### src/rtl/priority_bit_serializer.sv
// priority_bit_serializer
//   Accepts a WIDTH-bit word over a valid/ready handshake and emits each set
//   bit as a separate one-hot beat with its binary index, one beat per cycle.
//   The beat order is chosen per word: LSB-first or MSB-first. An all-zero
//   word produces a single beat that is flagged empty.
//
// Ports
//   clk_i         clock, rising edge
//   srst_i        synchronous active-high reset
//   data_i        word to serialise
//   dir_i         beat order for the word (0 = LSB-first, 1 = MSB-first)
//   data_val_i    data_i / dir_i valid
//   data_ready_o  word can be accepted this cycle
//   onehot_o      current set bit, one-hot
//   index_o       binary position of onehot_o
//   last_o        final beat of the word
//   empty_o       accepted word was all-zero
//   data_val_o    output beat valid
//   data_ready_i  downstream accepts the beat
//
// State | meaning
//   IDLE  | no word held; ready for a new word
//   BUSY  | presenting beats from the residual register r_rem
module priority_bit_serializer #(
  parameter int WIDTH = 16,
  parameter int IDX_W = $clog2(WIDTH)
) (
  input  logic             clk_i,
  input  logic             srst_i,
  input  logic [WIDTH-1:0] data_i,
  input  logic             dir_i,
  input  logic             data_val_i,
  output logic             data_ready_o,
  output logic [WIDTH-1:0] onehot_o,
  output logic [IDX_W-1:0] index_o,
  output logic             last_o,
  output logic             empty_o,
  output logic             data_val_o,
  input  logic             data_ready_i
);

  typedef enum logic {
    IDLE = 1'b0,
    BUSY = 1'b1
  } state_t;

  state_t           r_state;
  logic [WIDTH-1:0] r_rem;
  logic             r_dir;
  logic             r_empty;

  logic [WIDTH-1:0] w_lsb;
  logic [WIDTH-1:0] w_msb;
  logic [WIDTH-1:0] w_onehot;
  logic [IDX_W-1:0] w_index;
  logic             w_single;
  logic             w_busy;
  logic             w_last;
  logic             w_beat;
  logic             w_accept;

  // Lowest set bit via two's complement; highest set bit by a scan where
  // the last hit wins.
  always_comb begin
    w_lsb = r_rem & (~r_rem + WIDTH'(1));
    w_msb = '0;
    for (int i = 0; i < WIDTH; i++) begin
      if (r_rem[i]) begin
        w_msb    = '0;
        w_msb[i] = 1'b1;
      end
    end
  end

  assign w_onehot = r_dir ? w_msb : w_lsb;

  always_comb begin
    w_index = '0;
    for (int i = 0; i < WIDTH; i++) begin
      if (w_onehot[i]) w_index = IDX_W'(i);
    end
  end

  // Exactly one bit set: non-zero and clearing the lowest bit leaves zero.
  assign w_single = (r_rem != '0) && ((r_rem & (r_rem - WIDTH'(1))) == '0);

  assign w_busy   = (r_state == BUSY);
  assign w_last   = w_busy && (w_single || r_empty);
  assign w_beat   = w_busy && data_ready_i;

  // Ready in BUSY only when the final beat leaves this cycle, so the next
  // word can follow without a bubble. Held low while reset is asserted.
  assign data_ready_o = !srst_i && (!w_busy || (data_ready_i && w_last));
  assign w_accept     = data_val_i && data_ready_o;

  assign data_val_o = w_busy;
  assign onehot_o   = w_busy ? w_onehot : '0;
  assign index_o    = w_busy ? w_index : '0;
  assign last_o     = w_last;
  assign empty_o    = w_busy && r_empty;

  always_ff @(posedge clk_i) begin
    if (srst_i) begin
      r_state <= IDLE;
      r_rem   <= '0;
      r_dir   <= 1'b0;
      r_empty <= 1'b0;
    end else begin
      case (r_state)
        IDLE: begin
          if (w_accept) begin
            r_rem   <= data_i;
            r_dir   <= dir_i;
            r_empty <= (data_i == '0);
            r_state <= BUSY;
          end
        end
        BUSY: begin
          if (w_beat) begin
            if (!w_last) begin
              r_rem <= r_rem & ~w_onehot;
            end else if (w_accept) begin
              r_rem   <= data_i;
              r_dir   <= dir_i;
              r_empty <= (data_i == '0);
            end else begin
              r_rem   <= '0;
              r_empty <= 1'b0;
              r_state <= IDLE;
            end
          end
        end
        default: r_state <= IDLE;
      endcase
    end
  end

endmodule

### config.mk
export PLATFORM = sky130hd
export DESIGN_NAME = priority_bit_serializer
export DESIGN_NICKNAME = d
export VERILOG_FILES = /design/src/rtl/priority_bit_serializer.sv
export SDC_FILE = /design/constraint.sdc
export NUM_CORES = 1
export LEC_CHECK = 0
export ABC_AREA = 1
export ABC_CLOCK_PERIOD_IN_PS = 5720
export BUFFER_PORTS_ARGS = -buffer_cell sky130_fd_sc_hd__buf_2
export CAP_MARGIN = 20
export CORE_ASPECT_RATIO = 1.25
export CORE_UTILIZATION = 55
export DETAILED_ROUTE_END_ITERATION = 7
export PLACE_DENSITY = 0.92
export SLEW_MARGIN = 20
export SYNTH_ARGS = -nofsm -noshare
export SYNTH_HDL_FRONTEND = slang
export SYNTH_SLANG_ARGS = --single-unit
### constraint.sdc
create_clock -name clk_i -period 5.72 [get_ports clk_i]
set_clock_uncertainty 0.1 [all_clocks]
set_input_delay 0 -clock clk_i [delete_from_list [all_inputs] [get_ports clk_i]]
set_output_delay 0 -clock clk_i [all_outputs]
set_load 0.01 [all_outputs]
==> results of run 1 <==
## cell usage after synthesis (3+ instances only)
library cell,n
nor2_4,4
a31oi_1,3
dfxtp_1,19
a21oi_1,7
nand3_1,16
nor2_2,4
a21oi_2,8
nand2_2,12
nor2_1,55
inv_1,68
o21ai_0,20
clkbuf_1,6
nand2_1,88
nor3_1,5
nor4_1,4
nand4_1,16
## area by class of cell
type / instances / area (um^2)
clock buffers: 4 / 45.04
fillers: 315 / 1085
inverters: 69 / 259.0
multi-input cells: 263 / 1318
flip-flops and latches: 19 / 380.4
well taps: 39 / 48.80
repair buffers: 57 / 347.8
## stage by stage
step | power (mW) | hold WS [ns] | std cells | utilization | setup slack, ns
2_1_floorplan | 0.3753 | 0.01875 | 361 | - | 3.768
3_3_place_gp | 0.4363 | 0.1075 | 435 | 0.6412 | 3.348
3_5_place_dp | 0.4399 | 0.1468 | 435 | 0.6412 | 3.216
4_1_cts | 0.5385 | 0.02559 | 451 | 0.6886 | 3.176
5_1_grt | 0.5891 | 0.03059 | 451 | 0.6886 | 2.859
6_report | 0.5470 | 0.02502 | 451 | 0.6886 | 3.055
## report_power, final
group	internal, mW	switching, mW	total (mW)
combinational	0.0962	0.189	0.285
clock	0.0496	0.0446	0.0942
sequential	0.144	0.0231	0.167
## routing by layer
| metal | wire length [um] | share of wire | vias up |
|---|---|---|---|
| met2 | 2879 | 0.47 | 143 |
| met5 | 0 | 0 | - |
| met3 | 529 | 0.087 | 20 |
| met1 | 2445 | 0.40 | 1097 |
| li1 | - | - | 1248 |
| met4 | 207 | 0.034 | 0 |
## path summary, 6_finish.rpt
| path | cells past startpoint | start | to |
|---|---|---|---|
| worst max-delay path | 11 | r_dir | index_o[0] |
| worst min-delay path | 2 | srst_i | r_rem[0] |
| worst max register to register | 6 | data_val_o | r_empty |
| worst min register to register | 2 | r_rem[9] | r_rem[9] |
## registers in the layout, summed over array words and instances, names as in the netlist
signal / cells
r_empty: 1
data_val_o: 1
r_rem: 16
r_dir: 1
## kinds of logic after synthesis
logic type | share of synthesized area
buffers and inverters | 0.1571
AND/OR/NAND/NOR | 0.4888
flip-flops | 0.1888
AO/OA/AOI/OAI | 0.1652
## worst max-delay path, delay by kind of cell, from the launching register on
family	cells	cell delay, ns
buffers and inverters	3	0.53
AOI/OAI and AO/OA	2	0.24
and+or+nand+nor	6	0.90
DFF	1	0.64
==> flow_summary_export.csv, run 1 <==
group,metric,value,unit
grt,top_usage_layer,"met2",
sta,slew_headroom,0.4486,
routing,wl_per_cell,13.44,um
power_and_ir_drop,power_density,228.0,nW/um^2
clock_network,clockBufferDepth,2,
power_and_ir_drop,leakagePower,1.326,nW
setup_path,arrival,2.56,ns
setup_path,cp-end-kind,"output port",
routing,vias,2508,
placed_design,placed_cell_area,2233,um^2
synth,ys_seq_area_frac,0.1888,
placed_design,detailed_place_hpwl,4469,um
clock_network,cts_tree,"yes",
routing,firstDrtPassIters,5,
grt,overflow,0,
sta,period_needed,2.665,ns
synth,synth.avg_cell_area,5.580,um^2
clock_network,clock_sinks,19,
synth,synth-edff-count,0,
grt,antenna_found_initial,0,
run_status,status,"finished, final reports clean",
grt,grt_max_degree,30,
synth,yosysWarnings,0,
job,maxCapViolations,0,
floorplanning,core.rowCount,24,
synth,synthesis.area,2014,um^2
sta,fmax,0.3753,GHz
setup_path,critPathKind,"flop to output port",
clock_network,cts_buffers,3,
placed_design,place_congestion,0.9975,
worst_hold_path,hold_class,"primary input to flop",
setup_path,worst_path_max_delay_cell,"dfxtp_1",
setup_path,crit_required,5.62,ns
power_and_ir_drop,max-vdd-ir-drop,0.1638,mV
grt,grtUsageMet2,0.5476,
setup_path,crit_top_cell,"nor2_1",
clock_network,h-tree-depth,1,
clock_network,hold_buffers,12,
grt,use_met1,0.4180,
sta,hold_viol_final,0,
synth,synth_top_area_frac,0.1888,
routing,antenna_left,0,
sta,rsz0062_at_grt,"false",
synth,synth.ff_latch_count,19,
finish,drive_gt1_frac,0.1966,
grt,met3_usage,0.01866,
sta,tightest_slew,0.8261,ns
clock_network,path_clk_slew,0.07,ns
synth,synth_flop_cell,"dfxtp_1",
finish,nets,434,
finish,diodes,0,
grt,grt.total_usage,0.3219,
finish,mostFrequentLayoutCells,"nand2_1 (88), inv_1 (68), nor2_1 (55), buf_2 (44)",
sta,finalCritPeriodShare,0.4659,
routing,vias_per_cell,5.561,
grt,grt_pass1_vias,2220,
floorplanning,initial_core_util,0.5783,
synth,synth_cell_types,35,
floorplanning,core,3483,um^2
floorplanning,dieHeight,69.67,um
floorplanning,io_pins,45,
routing,drt_iter0_markers,166,
finish,final_cell_area,2399,um^2
finish,layout_commonest_cell,"nand2_1",
synth,netlist_instances,361,
sta,finalSetupTns,0,ns
setup_path,max_stage_delay,0.64,ns
routing,route.detailed.drc,0,
clock_network,cts_resized,0,
sta,setup_viol,0,
setup_path,crit_path_max_fanout,14,
floorplanning,die_area,3910,um^2
synth,ys_top_cells_by_area,"dfxtp_1 (19%), nand2_1 (16%), inv_1 (13%), nor2_1 (10%), nand4_1 (5.0%)",
synth,synth_top_area_cell,"dfxtp_1",
clock_network,clock_latency,0.26,ns
synth,syn_nets,382,
setup_path,start_kind,"flop",
routing,wirelength,6062,um
setup_path,r2r_setup_slack,3.12,ns
clock_network,cts-root-buf,"clkbuf_8",
grt,grt_pass1_wl,10150,um
clock_network,cts_setup_buffers,0,
synth,async_flop_share,0,
floorplanning,die_w,56.13,um
setup_path,path_cells,"inv_1 > nor2_1 > inv_1 > nor2_1 > nand2_1 > nor2_1 > a31oi_1 > nor2_1 > nor2_1 > a41oi_1 > buf_2",
placed_design,place.port_buffers,44,
finish,area_growth,19.07,%
sta,drv_slew,0,
(Power assumes the default switching activity.)
==> run 2: changes to the inputs <==
ABC_CLOCK_PERIOD_IN_PS = 2300   (was 5720)
CORE_UTILIZATION = 50   (was 55)
PLACE_DENSITY = 0.89   (was 0.92)
clock period = 2.3 ns   (was 5.72 ns; I/O delays follow)
==> flow_summary_export.csv, run 2 (synthesized netlist as in run 1, its figures left out) <==
group,metric,value,unit
power_and_ir_drop,leakagePower,1.434,nW
finish,multi_input_comb_area,1344,um^2
setup_path,crit_family,"simple AND/OR/NAND/NOR gates",
routing,vias_per_cell,5.379,
floorplanning,core,3816,um^2
grt,overflow,0,
finish,regArea,386.6,um^2
routing,drt_iter0_markers,168,
grt,grt_max_degree,25,
setup_path,critPathKind,"flop to flop",
floorplanning,io_pins,45,
placed_design,place.port_buffers,44,
finish,nets,454,
clock_network,h-tree-depth,1,
finish,largest_register,"r_rem",
clock_network,clock_sinks,19,
clock_network,cts_tree,"yes",
routing,firstDrtPassIters,5,
routing,wl_per_cell,13.56,um
routing,vias,2614,
finish,fin_cells,486,
run_status,status,"finished, final reports clean",
grt,grt_pass1_vias,2296,
clock_network,cts-root-buf,"clkbuf_8",
setup_path,crit_top_cell,"nand2_1",
grt,antenna_found_initial,0,
power_and_ir_drop,power_density,568.5,nW/um^2
job,maxCapViolations,0,
setup_path,path_cells,"nor2_1 > nand2_1 > inv_1 > nand3_1 > nand2_1 > nand4_1 > and2_1 > nand4_1 > nand2_1 > inv_1 > nand3_1 > nand2_1 > inv_1",
routing,wirelength,6591,um
grt,grt_pass1_wl,10080,um
setup_path,crit_path_max_fanout,5,
sta,hold_viol_final,0,
sta,drv_slew,0,
floorplanning,die_area,4288,um^2
setup_path,path_buf_inv,3,
sta,period_needed,2.243,ns
sta,setup_viol,0,
clock_network,clock_latency,0.26,ns
sta,tightest_slew,0.4471,ns
floorplanning,die_w,58.77,um
finish,drive_gt1_frac,0.2593,
power_and_ir_drop,max-vdd-ir-drop,0.4095,mV
setup_path,start_kind,"flop",
placed_design,place_congestion,0.9856,
floorplanning,dieHeight,72.97,um
clock_network,path_clk_slew,0.07,ns
setup_path,arrival,2.31,ns
setup_path,worst_path_max_delay_cell,"dfxtp_1",
placed_design,detailed_place_hpwl,4777,um
worst_hold_path,hold_class,"primary input to flop",
finish,nFillCells,352,
sta,finalSetupTns,0,ns
floorplanning,core.rowCount,25,
routing,route.detailed.drc,0,
finish,mostFrequentLayoutCells,"nand2_1 (87), inv_1 (68), nor2_1 (52), buf_2 (44), buf_4 (20)",
clock_network,clockBufferDepth,2,
power_and_ir_drop,total_power,1.485,mW
finish,area_growth,29.69,%
setup_path,crit_required,2.36,ns
finish,layout_commonest_cell,"nand2_1",
grt,grt.total_usage,0.3067,
sta,rsz0062_at_grt,"true",
sta,fmax,0.4458,GHz
routing,antenna_left,0,
setup_path,max_stage_delay,0.37,ns
placed_design,dp.cells,460,
setup_path,cp-end-kind,"flop",
sta,slew_headroom,0.6992,
clock_network,cts_buffers,3,
finish,diodes,0,
floorplanning,initial_core_util,0.5279,
finish,largest_register_ffs,16,
sta,finalCritPeriodShare,0.9752,
==> run 2: cell count changes in the layout (fill, tap and decap cells not counted), sizes merged <==
cell and change:
buf +20
==> run 2: worst paths after layout <==
path             from        to  slack [ns]  depth (start not counted)
max          r_rem[7]  r_rem[6]        0.06                         13
min            srst_i  r_rem[9]        0.01                          2
max reg2reg  r_rem[7]  r_rem[6]        0.06                         13
min reg2reg  r_rem[3]  r_rem[3]        0.43                          2
==> run 2: cell type report <==
type / count / share of cell area
clock buffers: 4 / 0.01724
inverters: 69 / 0.09914
multi-input cells: 263 / 0.5144
flip-flops and latches: 19 / 0.1480
well taps: 54 / 0.02586
repair buffers: 77 / 0.1954
==> run 2: report_power, final <==
| group | switching, mW | total [mW] | internal, mW | leakage, nW |
|---|---|---|---|---|
| sequential | 0.0409 | 0.401 | 0.361 | 0.158 |
| clock | 0.119 | 0.243 | 0.124 | 0.0228 |
| combinational | 0.524 | 0.841 | 0.317 | 1.25 |
| total | 0.684 | 1.49 | 0.801 | 1.43 |
==> run 2: through the flow <==
step	setup WS (ns)	hold WS (ns)	util	instance area, um^2
2_1_floorplan	0.3478	0.01875	-	2014
3_3_place_gp	0.09594	0.1292	0.6098	2327
3_5_place_dp	0.07916	0.1248	0.6098	2327
4_1_cts	0.05650	0.009687	0.6531	2492
5_1_grt	-0.09287	0.02774	0.6846	2613
6_report	0.05701	0.01446	0.6846	2613
==> run 2: layer usage <==
layer,GRT usage,share of wire,up-vias
met5,0,0,-
met4,0.1455,0.032,0
met3,0.01773,0.078,22
met2,0.5303,0.50,150
met1,0.3833,0.39,1155
li1,-,-,1287
==> run 2: timing repair <==
| action | in CTS | in global routing |
|---|---|---|
| setup buffers | 0 | 10 |
| resized for setup | 0 | 13 |
| hold buffers | 12 | 0 |
| endpoints found under the setup margin | 0 | 22 |
| hold endpoints to repair | 11 | 0 |
